### src/rtl/display_scan_ctrl.sv
// Seven-segment scan controller: digit select, active-low anodes with
// per-slot dead-time, and slot/frame pulses, all registered on one edge.
module display_scan_ctrl #(
  parameter int unsigned CLK_DIV      = 100000,
  parameter int unsigned BLANK_CYCLES = 1000,
  parameter int unsigned N_DIGITS     = 5
) (
  input  logic                clk,
  input  logic                reset,
  input  logic                en,
  output logic [3:0]          sel,
  output logic [N_DIGITS-1:0] an,
  output logic                tick,
  output logic                frame
);

  localparam int unsigned         CW       = (CLK_DIV > 1) ? $clog2(CLK_DIV) : 1;
  localparam logic [CW-1:0]       CNT_MAX  = CW'(CLK_DIV - 1);
  localparam logic [3:0]          SEL_MAX  = 4'(N_DIGITS - 1);
  localparam logic [N_DIGITS-1:0] AN_LSB   = N_DIGITS'(1);

  logic [CW-1:0]       cnt;
  logic [CW-1:0]       cnt_nxt;
  logic [3:0]          sel_nxt;
  logic [N_DIGITS-1:0] an_nxt;
  logic                adv;
  logic                wrap;
  logic                blank;

  assign adv  = en && (cnt == CNT_MAX);
  assign wrap = (sel == SEL_MAX);

  // Dead-time looks at the upcoming count so the anodes switch with sel.
  if (BLANK_CYCLES == 0) begin : g_no_blank
    assign blank = 1'b0;
  end else begin : g_blank
    assign blank = (32'(cnt_nxt) < BLANK_CYCLES);
  end

  always_comb begin
    cnt_nxt = cnt;
    sel_nxt = sel;
    if (en) begin
      if (adv) begin
        cnt_nxt = '0;
        sel_nxt = wrap ? '0 : sel + 4'd1;
      end else begin
        cnt_nxt = cnt + CW'(1);
      end
    end
  end

  always_comb begin
    an_nxt = '1;
    if (en && !blank) begin
      an_nxt = ~(AN_LSB << sel_nxt);
    end
  end

  always_ff @(posedge clk) begin
    if (reset) begin
      cnt   <= '0;
      sel   <= '0;
      an    <= '1;
      tick  <= 1'b0;
      frame <= 1'b0;
    end else begin
      cnt   <= cnt_nxt;
      sel   <= sel_nxt;
      an    <= an_nxt;
      tick  <= adv;
      frame <= adv && wrap;
    end
  end

endmodule

### config.mk
export PLATFORM = sky130hd
export DESIGN_NAME = display_scan_ctrl
export DESIGN_NICKNAME = d
export VERILOG_FILES = /design/src/rtl/display_scan_ctrl.sv
export SDC_FILE = /design/constraint.sdc
export NUM_CORES = 1
export LEC_CHECK = 0
export ABC_AREA = 1
export CORE_AREA = 4 4 79 81
export DETAILED_ROUTE_END_ITERATION = 6
export DIE_AREA = 0 0 83 85
export PLACE_DENSITY = 0.53
export SYNTH_ARGS = -nofsm -noshare
export SYNTH_HDL_FRONTEND = slang
export SYNTH_SLANG_ARGS = --single-unit
### constraint.sdc
create_clock -name clk -period 2.9 [get_ports clk]
set_input_delay 0.87 -clock clk [delete_from_list [all_inputs] [get_ports clk]]
set_output_delay 0.87 -clock clk [all_outputs]
set_load 0.01 [all_outputs]
==> metrics.txt, run 1 <==
run status=completed; via/cell ratio=4.257; # clock sinks=28; sequential area share after synthesis=0.3495; critical path endpoint category=flip-flop; dpl cells=327; Final Max Tran Viols=0; NumNets Final=266; Max-Slew Margin vs Limit=0.7041; worst min-delay path class=reg2reg; filler instances=610; pre-CTS setup slack=0.05424 ns; yosys warns=0; R2R Setup Slk=1.01 ns; Post-synth EDFFs=0; Residual DRC=0; minimum clock period after layout=2.531 ns; CTS tree=done; post-synth top area cell=dfxtp_1; CP Data Arrival Time=2.68 ns; GRT Residual Overflow=0; Num CTS Buffers=3; DRT antenna net count=0; Core Footprint=5473 µm²; Max-Cap Viols=0; Async SR Flop Fraction=0; Via Count=1,409; GPL Wtd Cong=0.8120; Starting Density=0.2931; Detailed Place HPWL=2.805 mm; Seq cells post-synth=28; top-count cell post-synth=nand2_1; Non-Filler Instances=331; Critical Path Fanout Max=14; fraction of layout cells with a size suffix above 1=0.1004; CTS Root Cell=clkbuf_8; Post-Syn Area=1604 µm²; number of distinct library cells after synthesis=26; fmax=395.1 MHz; RSZ-0062 raised after global routing=false; Setup crit start kind=input pin; initial antenna violation count=0; Setup TNS=0 ns; post-CTS setup buffers=0; clk_skew=0.008692 ns; synthesized net count=250; Rows=27; CTS H-tree lvls=1; num ports=14; largest net degree at the start of global routing=22; Clock Latency Late Sink=0.28 ns; P&R area growth vs syn=17.47%; Area contributors post-synth=dfxtp_1 (35%), nand2_1 (15%), nor2_1 (11%), inv_1 (7.3%), nand3_1 (6.9%); port buffer count=13; Hold Fails Final Rpt=0; die height=85 µm; cts hold-fix bufs=0; final WL=3.546 mm; top_reg_cell synth=dfxtp_1; clk slew on worst S/H paths=0.10 ns; die footprint=7055 µm²; Pwr Density=382.2 nW/µm²; crit share post-route=0.8728; vias in the first global route=1,384; top cells by count, synth=nand2_1 (64), nor2_1 (48), inv_1 (31); CTS max path bufs=2; chip width=83 µm; drt initial violations=77; Peak VDD IR=0.1469 mV; top-area cell type share of the netlist area=0.3495; first-pass GRT wire length=6.306 mm; hold slack final=0.4911 ns; ant diodes=0; static leakage=0.7766 nW; Crit Path Category=in2reg; Mapped Avg Cell Area=6.574 µm²; All-Layer GR Usage=0.1064; Slew @ Worst Pin=0.4422 ns; final setup margin=0.3689 ns; Pre-Repair DR Iteration Count=4; Cells after Synth=244; Post-CTS Resized=0; wire per inst=10.71 µm; Final Setup Violations=0; required time of the critical path=3.05 ns
[cell usage in the layout (no fill, tap or decap), types with 4 or more instances in the layout]
cell,synthesis,final
nand2_1,64,64
nor2_1,48,48
inv_1,31,31
dfxtp_1,28,28
nand3_1,22,22
clkdlybuf4s50_1,0,13
nor3_1,6,6
nand3_2,5,5
nand4_1,5,5
nor2_4,4,4
a21oi_1,4,4
[final cells by class]
| class | instances | area, µm² | share of cell area |
|---|---|---|---|
| Clock inverter | 1 | 30.03 | 0.01594 |
| Multi-Input combinational cell | 179 | 893.4 | 0.4741 |
| Tap cell | 72 | 90.09 | 0.04781 |
| Timing Repair Buffer | 15 | 145.1 | 0.07703 |
| Clock buffer | 3 | 41.29 | 0.02191 |
| Inverter | 33 | 123.9 | 0.06574 |
| Sequential cell | 28 | 560.5 | 0.2975 |
[cells by family (layout without fill, tap and decap cells)]
family	Yosys count	after routing	share of synthesized area
AOI/OAI and AO/OA	13	13	0.05539
DFF	28	28	0.3495
and+or+nand+nor	162	162	0.4680
adders and majority gates	3	3	0.02340
xor gates and xnor gates	1	1	0.01014
buffers and inverters	37	52	0.09360
[layer usage]
layer / vias to the layer above / wire length (µm) / GRT usage
met5: - / 0 / 0
met4: 0 / 46 / 0.04012
met3: 2 / 86 / 0.007767
met2: 11 / 1551 / 0.1793
met1: 607 / 1861 / 0.1420
li1: 789 / - / -
[flip-flops by register name, summed over array words and instances (netlist names)]
register and flops:
frame 1, sel 4, cnt 17, tick 1, an 5
[worst max-delay path: stages]
cell and delay [ns]:
clkdlybuf4s50_1 0.65, nand3_2 0.18, nor2_4 0.19, nand3_4 0.22, o21ai_2 0.29, nand3_1 0.10, nor2_1 0.09, nand3_1 0.08
[report_power, final]
part | internal [mW] | switching (mW) | leakage [nW]
combinational | 0.00760 | 0.0128 | 0.515
sequential | 0.387 | 0.00239 | 0.226
clock | 0.185 | 0.126 | 0.0357
[through the flow]
step	instance area [µm²]	power, mW	utilization
2_1_floorplan	1604	0.4106	-
3_3_place_gp	1813	0.4190	0.3313
3_5_place_dp	1813	0.4189	0.3313
4_1_cts	1884	0.7348	0.3443
5_1_grt	1884	0.7534	0.3443
6_report	1884	0.7202	0.3443
[path summary, 6_finish.rpt]
path,cells past startpoint,start,to
setup / recovery,8,en,an[4]$_SDFF_PP1_
hold / removal,2,cnt[1]$_SDFFE_PP0P_,cnt[1]$_SDFFE_PP0P_
hold reg to reg,2,cnt[1]$_SDFFE_PP0P_,cnt[1]$_SDFFE_PP0P_
setup reg to reg,11,cnt[0]$_SDFFE_PP0P_,an[0]$_SDFF_PP1_
(Power assumes the default switching activity.)
==> inputs of run 2 (changes only) <==
--- a/config.mk
+++ b/config.mk
@@ -6,10 +6,11 @@
 export NUM_CORES = 1
 export LEC_CHECK = 0
 export ABC_AREA = 1
-export CORE_AREA = 4 4 79 81
+export CORE_AREA = 2 2 77 79
 export DETAILED_ROUTE_END_ITERATION = 6
-export DIE_AREA = 0 0 83 85
-export PLACE_DENSITY = 0.53
+export DIE_AREA = 0 0 79 81
+export DONT_BUFFER_PORTS = 1
+export PLACE_DENSITY = 0.49
 export SYNTH_ARGS = -nofsm -noshare
 export SYNTH_HDL_FRONTEND = slang
 export SYNTH_SLANG_ARGS = --single-unit
==> metrics.txt, run 2 (synthesized netlist as in run 1, its figures left out) <==
Critical Path Fanout Max=6; NumNets Final=251; Setup TNS=0 ns; static leakage=0.7097 nW; Core Footprint=5675 µm²; GPL Wtd Cong=0.7946; first-pass GRT wire length=6.134 mm; max reg flops=17; num ports=14; Pwr Density=375.1 nW/µm²; P&R area growth vs syn=7.645%; pre-CTS setup slack=0.8301 ns; Slew @ Worst Pin=0.3163 ns; chip width=79 µm; vias in the first global route=1,316; CTS H-tree lvls=1; minimum clock period after layout=1.842 ns; drt initial violations=107; largest net degree at the start of global routing=23; Largest Register=cnt; DRT antenna net count=0; crit share post-route=0.6353; Clock Latency Late Sink=0.28 ns; Worst R2R Path Depth=11; CTS Root Cell=clkbuf_8; GRT Residual Overflow=0; die footprint=6399 µm²; Setup crit end=an[4]$_SDFF_PP1_; Pre-Repair DR Iteration Count=4; Setup crit start kind=flip-flop; Via Count=1,400; Peak VDD IR=0.1579 mV; Crit Path Category=reg2reg; # clock sinks=28; run status=completed; Max-Slew Margin vs Limit=0.7884; Max-Cap Viols=0; hold slack final=0.4889 ns; post-CTS setup buffers=0; most frequent cells in the layout=nand2_1 (64), nor2_1 (48), inv_1 (31); RSZ-0062 raised after global routing=false; placed cell area=1672 µm²; critical path endpoint category=flip-flop; Rows=28; Hold Path Depth=2; cts hold-fix bufs=0; most common cell after layout, fill and taps aside=nand2_1; wire per inst=10.97 µm; worst min-delay path class=reg2reg; Reg2Reg Launch Point=cnt[0]$_SDFFE_PP0P_; total power=0.6477 mW; CTS max path bufs=2; critical path launch point=cnt[0]$_SDFFE_PP0P_; fraction of layout cells with a size suffix above 1=0.09836; ant diodes=0; Num CTS Buffers=3; CP Data Arrival Time=2.07 ns; final setup margin=1.058 ns; port buffer count=0; Finished Cell Area=1727 µm²; Starting Density=0.2826; final WL=3.498 mm; clk slew on worst S/H paths=0.10 ns; Hold Fails Final Rpt=0; fmax=542.7 MHz; Final Max Tran Viols=0; clk_skew=0.008580 ns; All-Layer GR Usage=0.1205; die height=81 µm; Residual DRC=0; Largest regs=cnt (17), an (5), sel (4); Final Setup Violations=0; required time of the critical path=3.12 ns; R2R Setup Slk=1.06 ns; Detailed Place HPWL=2.768 mm; CTS tree=done; via/cell ratio=4.389; reg2reg end=an[4]$_SDFF_PP1_; initial antenna violation count=0; Post-CTS Resized=0
run 2: cell count changes in the layout (fill, tap and decap cells not counted):
| cell | change |
|---|---|
| clkbuf_8 | +1 |
| buf_4 | -2 |
| clkdlybuf4s50_1 | -13 |
| bufinv_16 | -1 |
run 2: how the worst min path moves through the flow:
stage | from | end
2_1_floorplan | cnt[1]$_SDFFE_PP0P_ | cnt[1]$_SDFFE_PP0P_
3_3_place_gp | cnt[1]$_SDFFE_PP0P_ | cnt[1]$_SDFFE_PP0P_
3_5_place_dp | cnt[1]$_SDFFE_PP0P_ | cnt[1]$_SDFFE_PP0P_
4_1_cts | cnt[1]$_SDFFE_PP0P_ | cnt[1]$_SDFFE_PP0P_
5_1_grt | cnt[1]$_SDFFE_PP0P_ | cnt[1]$_SDFFE_PP0P_
6_report | cnt[1]$_SDFFE_PP0P_ | cnt[1]$_SDFFE_PP0P_
run 2: critical path, stage by stage (launching register included):
cell and delay [ns]:
dfxtp_1 0.41, ha_1 0.21, nand3_1 0.14, inv_2 0.15, nand2_1 0.08, nor2_2 0.17
nand3_1 0.09, nand3_1 0.12, nand2_1 0.07, nor2_2 0.12, nand3_2 0.13, nand3_1 0.09
run 2: final cells by class:
class / count / area, µm²
Clock buffer: 4 / 55.05
Fill cell: 653 / 3949
Inverter: 33 / 123.9
Multi-Input combinational cell: 179 / 893.4
Sequential cell: 28 / 560.5
Tap cell: 75 / 93.84
run 2: metal layers:
layer  track usage  vias up  share of wire
met5             0        -              0
met4       0.05690        0          0.030
met3       0.02222        7          0.031
met2        0.1958       23           0.46
met1        0.1549      607           0.48
li1              -      763              -
run 2: metrics by stage:
| step | cells | util |
|---|---|---|
| after floorplan | 244 | - |
| after global placement | 315 | 0.2945 |
| after detailed placement | 315 | 0.2945 |
| after CTS | 319 | 0.3042 |
| after global routing | 319 | 0.3042 |
| final | 319 | 0.3042 |
run 2: where the power goes:
group,switching [mW],internal [mW],leakage (nW)
clock,0.128,0.122,0.0288
sequential,0.00237,0.387,0.226
combinational,0.00561,0.00363,0.455
==> inputs of run 3 (changes only) <==
==> constraint.sdc (replaced) <==
create_clock -name clk -period 1.8 [get_ports clk]
set_input_delay 0.54 -clock clk [delete_from_list [all_inputs] [get_ports clk]]
set_output_delay 0.54 -clock clk [all_outputs]
set_load 0.01 [all_outputs]
==> metrics.txt, run 3 (synthesized netlist as in run 1, its figures left out) <==
via/cell ratio=4.435; required time of the critical path=1.96 ns; Max-Cap Viols=0; Setup TNS=0 ns; filler instances=645; first-pass GRT wire length=6.134 mm; cts hold-fix bufs=0; minimum clock period after layout=1.685 ns; Detailed Place HPWL=2.859 mm; Sw Share=0.2011; Pre-Repair DR Iteration Count=5; Hold Path Origin=reset; share of total power in combinational logic=0.019; clk slew on worst S/H paths=0.11 ns; run status=completed; grt met3 use=0.01111; Largest Register=cnt; Max-Slew Margin vs Limit=0.7245; Num CTS Buffers=3; die footprint=6399 µm²; NumNets Final=265; Reg2Reg Launch Point=cnt[11]$_SDFF_PP0_; Hold Path Sink=cnt[6]$_SDFF_PP0_; GPL Wtd Cong=0.7979; sequential share of power=0.539; Via Count=1,477; Clk network pwr share=0.443; Worst R2R Path Depth=10; Finished Cell Area=1993 µm²; Setup crit start kind=flip-flop; Cell Chain, Critical Path=inv_1 > nand3_2 > nor2_4 > nand3_4 > nor2_2 > nand2_1 > nand3_2 > inv_1 > nor2_1 > nand3_2; worst min-delay path class=in2reg; initial antenna violation count=0; CTS Root Cell=clkbuf_8; critical path's slowest cell=dfxtp_1; drt initial violations=66; Rows=28; most frequent cells in the layout=nand2_1 (60), nor2_1 (43), inv_1 (31); final WL=3.930 mm; cell family with most CP delay=simple AND/OR/NAND/NOR gates; Hold Fails Final Rpt=0; Non-Filler Instances=333; largest net degree at the start of global routing=23; Peak VDD IR=0.2561 mV; M2 GR Usage=0.2051; fraction of layout cells with a size suffix above 1=0.2558; vias in the first global route=1,300; GRT Residual Overflow=0; Starting Density=0.2826; GR Util met1=0.1647; Largest regs=cnt (17), an (5), sel (4); CTS max path bufs=2; Clock Latency Late Sink=0.29 ns; fmax=593.6 MHz; DRT antenna net count=0; crit share post-route=0.9360; ant diodes=0; max reg flops=17; Pwr Density=585.0 nW/µm²; P&R area growth vs syn=24.26%; Critical Path Fanout Max=5; die height=81 µm; reg2reg end=an[3]$_SDFF_PP1_; CP peak stage delay=0.35 ns; hold slack final=0.2949 ns; wire per inst=11.80 µm; chip width=79 µm; CP Data Arrival Time=1.85 ns; Final Setup Violations=0; WP buf/inv=2; static leakage=0.7820 nW; R2R Setup Slk=0.12 ns; most common cell after layout, fill and taps aside=nand2_1; critical path endpoint category=flip-flop; Residual DRC=0; port buffer count=0; Slew @ Worst Pin=0.4117 ns; busiest grt layer=met2; placed cell area=1702 µm²; dpl cells=319; Final Max Tran Viols=0; Hold Path Depth=1; total power=1.166 mW; cell repeated most along the worst path=nand3_2; clk_skew=0.01199 ns; Crit Path Category=reg2reg; Internal Power=0.9315 mW; CTS tree=done; Core Footprint=5675 µm²; Switching Power=0.2345 mW; CTS H-tree lvls=1; All-Layer GR Usage=0.1219; # clock sinks=28; num ports=14
run 3: changes by cell type in the layout (fill, tap and decap cells not counted), sizes merged:
cell	previous run	this run
clkinv	1	2
clkbuf	4	3
nand3	28	29
inv	32	31
buf	0	13
bufinv	0	1
run 3: worst reg2reg max path, stage by stage, from the launching register on:
cell and delay (ns):
dfxtp_1 0.35, inv_1 0.13, nand3_2 0.12, nor2_4 0.24, nand3_4 0.15, nor2_2 0.10
nand2_1 0.07, nand3_2 0.11, inv_1 0.07, nor2_1 0.14, nand3_2 0.08
run 3: worst max path at each step:
stage	start	endpoint	cells after the start
detailed placement	en	an[4]$_SDFF_PP1_	7
finish	cnt[11]$_SDFF_PP0_	an[3]$_SDFF_PP1_	10
floorplan	en	an[1]$_SDFF_PP1_	11
global placement	en	an[4]$_SDFF_PP1_	7
CTS	cnt[1]$_SDFFE_PP0P_	an[3]$_SDFF_PP1_	10
global route	cnt[1]$_SDFFE_PP0P_	an[0]$_SDFF_PP1_	11
run 3: cell type report:
cell class / count / area, µm² / area share
repair buffers: 13 / 101.3 / 0.05085
well taps: 75 / 93.84 / 0.04708
flip-flops and latches: 28 / 570.5 / 0.2863
multi-input cells: 180 / 1027 / 0.5154
clock buffers: 3 / 41.29 / 0.02072
clock inverters: 1 / 30.03 / 0.01507
inverters: 33 / 128.9 / 0.06466
run 3: stage by stage:
step	utilization	setup slack [ns]
2_1_floorplan	-	0.1014
3_3_place_gp	0.2998	-0.03037
3_5_place_dp	0.2998	-0.02272
4_1_cts	0.3137	0.004472
5_1_grt	0.3512	-0.01784
6_report	0.3512	0.1152
run 3: power groups by stage:
stage	Clock (mW)	Combinational, mW	Sequential [mW]
CTS	0.533	0.0189	0.626
floorplan	0	0.0212	0.640
detailed placement	0	0.0187	0.640
global placement	0	0.0191	0.640
finish	0.516	0.0216	0.628
global route	0.554	0.0257	0.629
run 3: layer usage:
| layer | vias up | part of all wire |
|---|---|---|
| met3 | 5 | 0.020 |
| met1 | 662 | 0.47 |
| met2 | 15 | 0.50 |
| met4 | 0 | 0.016 |
| met5 | - | 0 |
| li1 | 795 | - |
run 3: what timing repair did:
action                                  4_1_cts  5_1_grt
gates cloned                                  0        1
pin swaps                                     0        8
buffers inserted                              0        9
endpoints found under the setup margin        1        6
gates resized for setup                       1       39
